--- config.mk ---
export PLATFORM = sky130hd
export DESIGN_NAME = neopixel_frame_ctrl_flat
export DESIGN_NICKNAME = d
export VERILOG_FILES = /design/src/rtl/neopixel_frame_ctrl_if.sv /design/src/rtl/neopixel_frame_ctrl.sv /design/src/flat_wrapper.sv
export SDC_FILE = /design/constraint.sdc
export NUM_CORES = 2
export LEC_CHECK = 0
export ABC_AREA = 1
export BUFFER_PORTS_ARGS = -buffer_cell sky130_fd_sc_hd__buf_4
export CORE_MARGIN = 3
export CORE_UTILIZATION = 64
export CTS_BUF_LIST = sky130_fd_sc_hd__clkbuf_8
export DETAILED_ROUTE_END_ITERATION = 8
export MAX_ROUTING_LAYER = met4
export PLACE_DENSITY_LB_ADDON = 0.1
export SYNTH_ARGS = -nofsm -noshare
export SYNTH_HDL_FRONTEND = slang
export SYNTH_SLANG_ARGS = --single-unit
--- constraint.sdc ---
create_clock -name i_clk -period 5.2 [get_ports i_clk]
set_input_delay 0.52 -clock i_clk [delete_from_list [all_inputs] [get_ports i_clk]]
set_output_delay 0.52 -clock i_clk [all_outputs]
set_load 0.05 [all_outputs]
--- src/rtl/neopixel_frame_ctrl_if.sv ---
// ---------------------------------------------------------------------------
// neopixel_frame_ctrl_if
//   Host/driver-side bundle for the neopixel frame controller.
//
//   Signals
//     wr_en, wr_addr, wr_data : host byte write into the back buffer
//     wr_err                  : 1-cycle pulse after an out-of-range write
//     commit_req              : request to publish the back buffer
//     commit_ack              : 1-cycle pulse while the back->front copy happens
//     busy                    : controller is swapping or running a frame
//     frame_done              : 1-cycle pulse after a frame completes
//     drv_nrst                : reset to the string driver, high only while running
//     framebuf                : front buffer presented to the driver
//
//   Modports
//     master : host side (drives writes and commits)
//     slave  : controller side
// ---------------------------------------------------------------------------
interface neopixel_frame_ctrl_if #(
  parameter int NUM_BYTES = 48
);
  logic                   wr_en;
  logic [5:0]             wr_addr;
  logic [7:0]             wr_data;
  logic                   wr_err;
  logic                   commit_req;
  logic                   commit_ack;
  logic                   busy;
  logic                   frame_done;
  logic                   drv_nrst;
  logic [8*NUM_BYTES-1:0] framebuf;

  modport master (
    output wr_en, wr_addr, wr_data, commit_req,
    input  wr_err, commit_ack, busy, frame_done, drv_nrst, framebuf
  );

  modport slave (
    input  wr_en, wr_addr, wr_data, commit_req,
    output wr_err, commit_ack, busy, frame_done, drv_nrst, framebuf
  );
endinterface

--- src/rtl/neopixel_frame_ctrl.sv ---
// ---------------------------------------------------------------------------
// neopixel_frame_ctrl
//   Double-buffered frame controller for the neopixel string driver. The host
//   writes bytes into a back buffer at any time; a commit copies the back
//   buffer into the front buffer (framebuf) and then releases the driver from
//   reset for exactly one frame. framebuf never changes while the driver runs.
//
//   Ports
//     i_clk  : clock shared with the driver
//     i_nrst : synchronous reset, active low
//     bus    : neopixel_frame_ctrl_if.slave (writes, commit handshake, status,
//              driver reset and front buffer)
//
//   Parameters
//     NUM_BYTES      : bytes of LED data (framebuf is 8*NUM_BYTES bits)
//     FRAME_CYCLES   : cycles drv_nrst stays high per frame
//     REFRESH_CYCLES : idle cycles before an autonomous refresh
//                      (only with NEOPIXEL_CTRL_AUTOREFRESH_EN)
//
//   Build option
//     NEOPIXEL_CTRL_AUTOREFRESH_EN : when defined, a long idle period starts a
//     frame on its own (no copy, no commit_ack). Undefined, the controller
//     waits in IDLE for a commit.
// ---------------------------------------------------------------------------
module neopixel_frame_ctrl #(
  parameter int NUM_BYTES    = 48,
  parameter int FRAME_CYCLES = 500
`ifdef NEOPIXEL_CTRL_AUTOREFRESH_EN
  , parameter int REFRESH_CYCLES = 8000
`endif
) (
  input  logic                  i_clk,
  input  logic                  i_nrst,
  neopixel_frame_ctrl_if.slave  bus
);

  localparam int                 CNT_W      = $clog2(FRAME_CYCLES);
  localparam logic [CNT_W-1:0]   CNT_LAST   = CNT_W'(FRAME_CYCLES - 1);
  // One bit wider than the address so 48..63 compare cleanly.
  localparam logic [6:0]         BYTE_LIMIT = 7'(NUM_BYTES);

  typedef enum logic [1:0] {
    IDLE = 2'd0,
    SWAP = 2'd1,
    RUN  = 2'd2
  } state_t;

  state_t                  r_state;
  state_t                  w_nextState;
  logic [8*NUM_BYTES-1:0]  r_backBuf;
  logic [8*NUM_BYTES-1:0]  r_frontBuf;
  logic                    r_pending;
  logic                    r_wrErr;
  logic                    r_frameDone;
  logic [CNT_W-1:0]        r_cnt;
  logic                    w_wrValid;
  logic                    w_frameEnd;
  logic                    w_autoRefresh;
  logic                    w_commitAck;
  logic                    w_busy;
  logic                    w_drvNrst;

  assign w_wrValid  = bus.wr_en && ({1'b0, bus.wr_addr} < BYTE_LIMIT);
  assign w_frameEnd = (r_state == RUN) && (r_cnt == CNT_LAST);

`ifdef NEOPIXEL_CTRL_AUTOREFRESH_EN
  localparam int                IDLE_W    = $clog2(REFRESH_CYCLES);
  localparam logic [IDLE_W-1:0] IDLE_LAST = IDLE_W'(REFRESH_CYCLES - 1);

  logic [IDLE_W-1:0] r_idleCnt;

  assign w_autoRefresh = (r_state == IDLE) && !r_pending && (r_idleCnt == IDLE_LAST);

  // Idle timer: runs only while nothing is waiting to be published, and
  // restarts from zero whenever the controller leaves IDLE.
  always_ff @(posedge i_clk) begin
    if (!i_nrst) begin
      r_idleCnt <= '0;
    end else if ((r_state == IDLE) && !r_pending && !w_autoRefresh) begin
      r_idleCnt <= r_idleCnt + 1'b1;
    end else begin
      r_idleCnt <= '0;
    end
  end
`else
  assign w_autoRefresh = 1'b0;
`endif

  // State register.
  always_ff @(posedge i_clk) begin
    if (!i_nrst) begin
      r_state <= IDLE;
    end else begin
      r_state <= w_nextState;
    end
  end

  // Next-state logic. A commit (new or remembered) outranks an autonomous
  // refresh, and a commit seen during RUN is only serviced from IDLE so the
  // driver always gets at least one low-reset cycle between frames.
  always_comb begin
    w_nextState = r_state;
    case (r_state)
      IDLE: begin
        if (r_pending || bus.commit_req) begin
          w_nextState = SWAP;
        end else if (w_autoRefresh) begin
          w_nextState = RUN;
        end
      end
      SWAP: w_nextState = RUN;
      RUN: begin
        if (w_frameEnd) begin
          w_nextState = IDLE;
        end
      end
      default: w_nextState = IDLE;
    endcase
  end

  // Moore outputs decoded from the current state.
  always_comb begin
    w_commitAck = 1'b0;
    w_busy      = 1'b0;
    w_drvNrst   = 1'b0;
    case (r_state)
      SWAP: begin
        w_commitAck = 1'b1;
        w_busy      = 1'b1;
      end
      RUN: begin
        w_busy    = 1'b1;
        w_drvNrst = 1'b1;
      end
      default: ;
    endcase
  end

  // Pending commit flag. A request arriving in the SWAP cycle itself is kept,
  // since the copy being made uses the buffer contents from before it.
  always_ff @(posedge i_clk) begin
    if (!i_nrst) begin
      r_pending <= 1'b0;
    end else if (bus.commit_req) begin
      r_pending <= 1'b1;
    end else if (r_state == SWAP) begin
      r_pending <= 1'b0;
    end
  end

  // Frame cycle counter; parked at zero outside RUN.
  always_ff @(posedge i_clk) begin
    if (!i_nrst) begin
      r_cnt <= '0;
    end else if ((r_state == RUN) && !w_frameEnd) begin
      r_cnt <= r_cnt + 1'b1;
    end else begin
      r_cnt <= '0;
    end
  end

  // Single-cycle status pulses.
  always_ff @(posedge i_clk) begin
    if (!i_nrst) begin
      r_wrErr     <= 1'b0;
      r_frameDone <= 1'b0;
    end else begin
      r_wrErr     <= bus.wr_en && !w_wrValid;
      r_frameDone <= w_frameEnd;
    end
  end

  // Back and front buffers. The copy in SWAP takes the back buffer as it was
  // before this edge, so a same-cycle write only reaches the back buffer.
  always_ff @(posedge i_clk) begin
    if (!i_nrst) begin
      r_backBuf  <= '0;
      r_frontBuf <= '0;
    end else begin
      if (w_wrValid) begin
        r_backBuf[{bus.wr_addr, 3'b000} +: 8] <= bus.wr_data;
      end
      if (r_state == SWAP) begin
        r_frontBuf <= r_backBuf;
      end
    end
  end

  assign bus.wr_err     = r_wrErr;
  assign bus.commit_ack = w_commitAck;
  assign bus.busy       = w_busy;
  assign bus.frame_done = r_frameDone;
  assign bus.drv_nrst   = w_drvNrst;
  assign bus.framebuf   = r_frontBuf;

endmodule

--- src/flat_wrapper.sv ---
// flat-port wrapper written by rule: the top's interface ports become plain ports
module neopixel_frame_ctrl_flat 
#(
  parameter int NUM_BYTES    = 48,
  parameter int FRAME_CYCLES = 500

)
  (i_clk, i_nrst, bus_wr_en, bus_wr_addr, bus_wr_data, bus_commit_req, bus_wr_err, bus_commit_ack, bus_busy, bus_frame_done, bus_drv_nrst, bus_framebuf);
  neopixel_frame_ctrl_if #(.NUM_BYTES(NUM_BYTES)) bus_i ();
  input  logic i_clk;
  input  logic i_nrst;
  input wire logic [$bits(bus_i.wr_en)-1:0] bus_wr_en;
  input wire logic [$bits(bus_i.wr_addr)-1:0] bus_wr_addr;
  input wire logic [$bits(bus_i.wr_data)-1:0] bus_wr_data;
  input wire logic [$bits(bus_i.commit_req)-1:0] bus_commit_req;
  output wire logic [$bits(bus_i.wr_err)-1:0] bus_wr_err;
  output wire logic [$bits(bus_i.commit_ack)-1:0] bus_commit_ack;
  output wire logic [$bits(bus_i.busy)-1:0] bus_busy;
  output wire logic [$bits(bus_i.frame_done)-1:0] bus_frame_done;
  output wire logic [$bits(bus_i.drv_nrst)-1:0] bus_drv_nrst;
  output wire logic [$bits(bus_i.framebuf)-1:0] bus_framebuf;
  assign bus_i.wr_en = bus_wr_en;
  assign bus_i.wr_addr = bus_wr_addr;
  assign bus_i.wr_data = bus_wr_data;
  assign bus_i.commit_req = bus_commit_req;
  assign bus_wr_err = bus_i.wr_err;
  assign bus_commit_ack = bus_i.commit_ack;
  assign bus_busy = bus_i.busy;
  assign bus_frame_done = bus_i.frame_done;
  assign bus_drv_nrst = bus_i.drv_nrst;
  assign bus_framebuf = bus_i.framebuf;
  neopixel_frame_ctrl #(.NUM_BYTES(NUM_BYTES), .FRAME_CYCLES(FRAME_CYCLES)) u_core (.i_clk(i_clk), .i_nrst(i_nrst), .bus(bus_i));
endmodule
======== Word-level counts from Yosys, hierarchy flattened ========
Cells that the tools add are included.
storage, ports and cells
  bits in registers ....................... 782
  bits in latches ......................... 0
  bits in writable memories ............... 0
  memory bits (read-only) ................. 0
  bits of input ports ..................... 18
  output and inout bits ................... 389
  word-level logic and storage cells ...... 38
  memories ................................ 0
cells by class
  $add $sub $neg .......................... 2
  multiply operators ...................... 0
  divide/modulo/power cells ............... 0
  magnitude comparators ................... 1
  equal/unequal tests ..................... 5
  shift operators ......................... 2
  mux-type cells .......................... 9
  bitwise gates (word level) .............. 0
  reductions and logical operators ........ 12
operators with widths
  cell                        count
  $bwmux W384                 1
  $shift A8 B11 Y384 const A  1
  $shiftx A8 B11 Y384         1
  $neg A9 Y11                 1
  $add A9 B1 Y9 const B       1
  $eq A9 B9 Y1 const B        1
  $lt A6 B6 Y1 const B        1
  $pmux W2 S3                 1
  $mux W1                     5
  $logic_and A1 B1 Y1         4
  $mux W2                     2
  $ne A2 B1 Y1 const B        2
  $reduce_and A2 Y1           2
  $eq A2 B1 Y1 const B        1
  $eq A2 B2 Y1 const B        1
  $logic_not A1 Y1            2
  $logic_not A2 Y1            1
  $reduce_bool A2 Y1          1
  $reduce_or A2 Y1            1
  $logic_or A1 B1 Y1          1

======== Longest topological paths before layout ========
  word-level depth ........................ 5
  depth in mapped cells ................... 15
  gate-level depth less buffers ........... 14

======== Worst setup path after synthesis ========
No wires, ideal clock.
  path type ............................... in2reg
  from .................................... input bus_wr_addr[0]
  to ...................................... register u_core.r_backBuf[264]
  library setup time ...................... 0.116 ns
  arrival ................................. 2.233 ns
  path slack .............................. 2.851 ns
  stages .................................. 14
  path buffers ............................ 1
  cell sequence ........................... buf_4 > inv_4 > ha_1 > inv_1 > nand2_1 > nand2_2 > inv_2 > nand2_1 > nor2_2 > nand2_1 > nor2_4 > inv_2 > o21ai_0 > nor2_1
between the ends
  word-level cells in the longest chain between the ends .. 3
ends and longest elaborated chain
  item                                                              line                        text
  from (decl)                                                       flat_wrapper.sv:13          input wire logic [$bits(bus_i.wr_addr)-1:0] bus_wr_addr;
  $neg A9 Y11                                                       neopixel_frame_ctrl.sv:181  r_backBuf[{bus.wr_addr, 3'b000} +: 8] <= bus.wr_data;
  $shiftx A8 B11 Y384 / $shift A8 B11 Y384 (equally long branches)  neopixel_frame_ctrl.sv:181
  $bwmux W384                                                       neopixel_frame_ctrl.sv:181
  to (signal, indexed assignment)                                   neopixel_frame_ctrl.sv:181
  to (decl)                                                         neopixel_frame_ctrl.sv:50   logic [8*NUM_BYTES-1:0] r_backBuf;
Several ways; a longest one is shown, not always the timed one.
A chain may end at the register's enable or synchronous reset.

======== Worst setup path in the final report ========
  from .................................... input bus_wr_addr[0]
  to ...................................... register u_core.r_backBuf[372]
Same word-level chain as after synthesis.

==> metrics.txt <==
# TYPE chip_impl_metric gauge
chip_impl_metric{name="grt_use_total",unit="%"} 36.9
chip_impl_metric{name="drt_drc_violations_left",unit=""} 0
chip_impl_metric{name="i_o_pins",unit=""} 407
chip_impl_info{name="synth_top_family_by_area",value="simple AND/OR/NAND/NOR gates"} 1
chip_impl_metric{name="placed_cell_area",unit="um2"} 31800
chip_impl_metric{name="timing.final.crit_share",unit="%"} 62.2
chip_impl_info{name="synthTopCellsByArea",value="sky130_fd_sc_hd__dfxtp_1 (54%), sky130_fd_sc_hd__nor2_1 (15%), sky130_fd_sc_hd__o21ai_0 (9.2%)"} 1
chip_impl_metric{name="synth_mux_area_share",unit="%"} 0
chip_impl_metric{name="drive_gt1_share",unit="%"} 15.8
chip_impl_metric{name="max-vdd-ir-drop",unit="V"} 0.000530
chip_impl_info{name="critical_path.slowest_cell",value="sky130_fd_sc_hd__inv_2"} 1
chip_impl_info{name="status",value="finished, final reports clean"} 1
chip_impl_metric{name="cp.required",unit="ps"} 5740
chip_impl_metric{name="drt.antenna.violating_nets",unit=""} 0
chip_impl_metric{name="clock_tree.htree_level_count",unit=""} 3
chip_impl_info{name="hold_path.class",value="primary input to register"} 1
chip_impl_metric{name="start_util",unit="%"} 65.0
chip_impl_metric{name="synth-seq-area-share",unit="%"} 54.4
chip_impl_metric{name="viasPerCell",unit=""} 5.60
chip_impl_metric{name="finalMaxSlewViolations",unit=""} 0
chip_impl_metric{name="dr_total_vias",unit=""} 26831
chip_impl_metric{name="setup.reg_to_reg.worst_slack",unit="ps"} 2430
chip_impl_info{name="synth.largest_area_cell",value="sky130_fd_sc_hd__dfxtp_1"} 1
chip_impl_info{name="clock_tree_root_buffer_cell",value="sky130_fd_sc_hd__clkbuf_8"} 1
chip_impl_metric{name="cellInternalPower",unit="W"} 0.0109
chip_impl_metric{name="sw_frac_of_total",unit="%"} 40.2
chip_impl_info{name="r2r_end",value="u_core.bus.framebuf[243]$_SDFFE_PN0P_"} 1
chip_impl_metric{name="first_iter_violations",unit=""} 3100
chip_impl_metric{name="seq_power_share",unit="%"} 39.9
chip_impl_info{name="min_delay_worst_endpoint",value="u_core.r_pending$_SDFFE_PN0P_"} 1
chip_impl_metric{name="avgRoutedWirePerCell",unit="um"} 18.5
chip_impl_metric{name="overflow",unit=""} 0
chip_impl_metric{name="design_power_total",unit="W"} 0.0183
chip_impl_info{name="hp-start",value="bus_commit_req"} 1
chip_impl_metric{name="antenna_found_initial",unit=""} 1
chip_impl_info{name="tritoncts",value="done"} 1
chip_impl_metric{name="worstMarginPinSlew",unit="ps"} 1230
chip_impl_metric{name="tritoncts.num_buffers",unit=""} 120
chip_impl_info{name="netlist_top_cells_count",value="sky130_fd_sc_hd__nor2_1 (1176), sky130_fd_sc_hd__dfxtp_1 (782), sky130_fd_sc_hd__o21ai_0 (529), sky130_fd_sc_hd__nand2_1 (431), sky130_fd_sc_hd__a21oi_1 (227)"} 1
chip_impl_metric{name="place.detailed.hpwl",unit="um"} 57100
chip_impl_metric{name="holdWs",unit="ps"} 41.4
chip_impl_metric{name="power_frac_clock",unit="%"} 27.2
chip_impl_metric{name="gp_congestion",unit=""} 0.981
chip_impl_metric{name="drt-pass1-iter-count",unit=""} 7
chip_impl_metric{name="core-area",unit="um2"} 44300
chip_impl_metric{name="leakagePower",unit="nW"} 15.3
chip_impl_metric{name="grt_max_degree",unit=""} 298
chip_impl_metric{name="critPathArrivalTime",unit="ps"} 3780
chip_impl_metric{name="cp_slowest_stage_delay",unit="ps"} 700
chip_impl_metric{name="switching_power",unit="W"} 0.00735
chip_impl_metric{name="finalInstanceArea",unit="um2"} 34100
chip_impl_metric{name="totalNegativeSetupSlack",unit="ps"} 0
chip_impl_metric{name="clock_network_latency_to_the_later_pin_of_the_worst_skew_pair",unit="ps"} 700
chip_impl_metric{name="fin_nets",unit=""} 4135
chip_impl_metric{name="place.detailed.instances",unit=""} 4579
chip_impl_metric{name="cts_hold_buffers",unit=""} 0
chip_impl_metric{name="synth-seq-cells",unit=""} 782
chip_impl_metric{name="synth_cell_types",unit=""} 33
chip_impl_metric{name="mapped_area",unit="um2"} 28800
chip_impl_metric{name="final.setup_skew",unit="ps"} 15.8
chip_impl_metric{name="p_comb_share",unit="%"} 32.9
chip_impl_metric{name="chipWidth",unit="um"} 218
chip_impl_metric{name="max_clock_freq",unit="MHz"} 309
chip_impl_metric{name="global_route_wire_length_before_repair",unit="um"} 134000
chip_impl_info{name="cp_cell_sequence",value="buf_4 > inv_4 > ha_1 > inv_1 > nor2_1 > nand2_1 > nand2_1 > inv_2 > nand2_2 > nor2_2 > nand2_1 > nand2_1 > a21oi_1"} 1
chip_impl_metric{name="crit_fanout",unit=""} 37
chip_impl_metric{name="post_cts_resize_count",unit=""} 0
chip_impl_info{name="critPathLaunchType",value="primary input"} 1
chip_impl_metric{name="reg2regPathDepth",unit=""} 6
chip_impl_info{name="critPathCaptureType",value="register"} 1
chip_impl_metric{name="place.port_buffers",unit=""} 406
chip_impl_metric{name="cellPowerDensity",unit="nW/um2"} 536
chip_impl_info{name="synth_flop_cell",value="sky130_fd_sc_hd__dfxtp_1"} 1
chip_impl_metric{name="synth_fp_nets",unit=""} 3834
chip_impl_metric{name="synth-xor-area-share",unit="%"} 0.0304
chip_impl_metric{name="finalWirelength",unit="um"} 88400
chip_impl_metric{name="vias_in_the_first_global_route",unit=""} 24263
chip_impl_metric{name="post_cts_setup_buffers",unit=""} 0
chip_impl_metric{name="syn-mean-instance-area",unit="um2"} 7.56
chip_impl_metric{name="remaining_max_slew_budget_at_the_tightest_pin",unit="%"} 18.3
chip_impl_metric{name="fp.dieH",unit="um"} 218
chip_impl_metric{name="placementRows",unit=""} 77
chip_impl_metric{name="synth_enable_flop_cells",unit=""} 0
chip_impl_metric{name="timing.hold.worst_path_depth",unit=""} 3
chip_impl_metric{name="post_synth_inst_count",unit=""} 3808
chip_impl_metric{name="die_area",unit="um2"} 47600
chip_impl_info{name="crit_type",value="primary input to register"} 1
chip_impl_metric{name="area.growth.synth_to_final",unit="%"} 18.5
chip_impl_metric{name="clkSlewWorstSetupHoldPaths",unit="ps"} 60
chip_impl_metric{name="synth-compound-area-share",unit="%"} 13.3
chip_impl_info{name="grt_setup_unrepaired",value="false"} 1
chip_impl_metric{name="hold_violations",unit=""} 0
chip_impl_metric{name="yosys.area_share.adder",unit="%"} 0.348
chip_impl_metric{name="setup-violations-final",unit=""} 0
chip_impl_metric{name="period_needed",unit="ps"} 3240
chip_impl_metric{name="ys_async_sr_fraction",unit="%"} 0
chip_impl_metric{name="cts.sink_count",unit=""} 782
chip_impl_metric{name="max-cap-violations",unit=""} 0
chip_impl_metric{name="synthDominantCellAreaShare",unit="%"} 54.4
chip_impl_metric{name="yosysWarnings",unit=""} 0
chip_impl_info{name="r2r_start",value="u_core.r_state[1]$_SDFFE_PN0P_"} 1
chip_impl_metric{name="cts_max_path_buffers",unit=""} 3
chip_impl_info{name="synth_most_common_cell",value="sky130_fd_sc_hd__nor2_1"} 1
chip_impl_metric{name="synthSimpleGateAreaFrac",unit="%"} 26.7
chip_impl_info{name="worst_path_most_repeated_cell",value="sky130_fd_sc_hd__nand2_1"} 1
chip_impl_metric{name="post_layout_instance_count_excluding_filler_cells",unit=""} 4791
layout by cell type, fill, tap and decap left out, types with 3 or more instances in the layout:
master / count
sky130_fd_sc_hd__nor2_1: 1176
sky130_fd_sc_hd__dfxtp_1: 782
sky130_fd_sc_hd__o21ai_0: 529
sky130_fd_sc_hd__nand2_1: 431
sky130_fd_sc_hd__buf_4: 418
sky130_fd_sc_hd__a21oi_1: 227
sky130_fd_sc_hd__nand3_1: 169
sky130_fd_sc_hd__inv_1: 154
sky130_fd_sc_hd__clkbuf_8: 154
sky130_fd_sc_hd__nand4_1: 28
sky130_fd_sc_hd__inv_2: 18
sky130_fd_sc_hd__nor3_1: 18
sky130_fd_sc_hd__nor2_4: 17
sky130_fd_sc_hd__nand2_2: 13
sky130_fd_sc_hd__nor2_2: 12
sky130_fd_sc_hd__clkinv_2: 9
sky130_fd_sc_hd__ha_1: 7
sky130_fd_sc_hd__nand3_2: 3
sky130_fd_sc_hd__nor4_2: 3
sky130_fd_sc_hd__nor3b_1: 3
sky130_fd_sc_hd__buf_12: 3
routing by layer:
| metal | vias to the layer above | wire length, um | track usage [%] |
|---|---|---|---|
| met2 | 1229 | 40700 | 56.9 |
| met4 | 0 | 3110 | 13.1 |
| met5 | - | 0 | - |
| met1 | 12532 | 36700 | 48.9 |
| met3 | 190 | 7910 | 6.94 |
| li1 | 12880 | - | - |
area by class of cell:
| cell class | count | area [um2] |
|---|---|---|
| fillers | 3451 | 10200 |
| multi-input cells | 2651 | 11600 |
| clock inverters | 57 | 259 |
| repair buffers | 422 | 3210 |
| well taps | 592 | 741 |
| flip-flops and latches | 782 | 15700 |
| clock buffers | 154 | 2120 |
| inverters | 132 | 510 |
| diodes | 1 | 2.50 |
kinds of logic (layout without fill, tap and decap cells):
logic type               count (synthesis)  in the layout
AND/OR/NAND/NOR                       1881           1881
flip-flops                             782            782
AO/OA/AOI/OAI                          761            761
buffers and inverters                  375            765
adder cells (fa/ha/maj)                  8              8
XOR/XNOR                                 1              1
other                                    0              1
state kept, by name (all words and copies together), names as in the netlist:
signal / count
u_core.r_pending: 1
u_core.bus.wr_err: 1
u_core.r_backBuf: 384
u_core.bus.frame_done: 1
u_core.r_state: 2
u_core.r_cnt: 9
u_core.bus.framebuf: 384
power by group through the flow:
stage	sequential, W	clock (W)	combinational [W]
global route	0.00736	0.00531	0.00637
finish	0.00729	0.00498	0.00602
global placement	0.00738	0	0.00593
floorplan	0.00983	0	0.00159
detailed placement	0.00739	0	0.00598
CTS	0.00727	0.00501	0.00601
worst max path at each step:
stage,start,to,slack (ps),cells after the start
after global routing,bus_wr_addr[0],u_core.r_backBuf[372]$_SDFFE_PN0P_,1740,13
after CTS,bus_wr_addr[0],u_core.r_backBuf[372]$_SDFFE_PN0P_,2090,13
after global placement,bus_wr_addr[0],u_core.r_backBuf[117]$_SDFFE_PN0P_,1470,13
after detailed placement,bus_wr_addr[0],u_core.r_backBuf[374]$_SDFFE_PN0P_,1350,13
after floorplan,bus_wr_addr[0],u_core.r_backBuf[264]$_SDFFE_PN0P_,2850,14
final,bus_wr_addr[0],u_core.r_backBuf[372]$_SDFFE_PN0P_,1960,13
critical path: cells and delay by family:
kind                     cells  cell delay (ps)
AO/OA/AOI/OAI                1               70
adder cells (fa/ha/maj)      1              250
buffers and inverters        4             1090
AND/OR/NAND/NOR              7             1820
stage by stage:
step / utilization [%] / setup slack, ps
floorplan: - / 2850
global placement: 71.6 / 1470
detailed placement: 71.6 / 1350
CTS: 77.0 / 2090
global route: 77.0 / 1740
finish: 77.0 / 1960
Note: power is estimated with default switching activity, not from simulation.
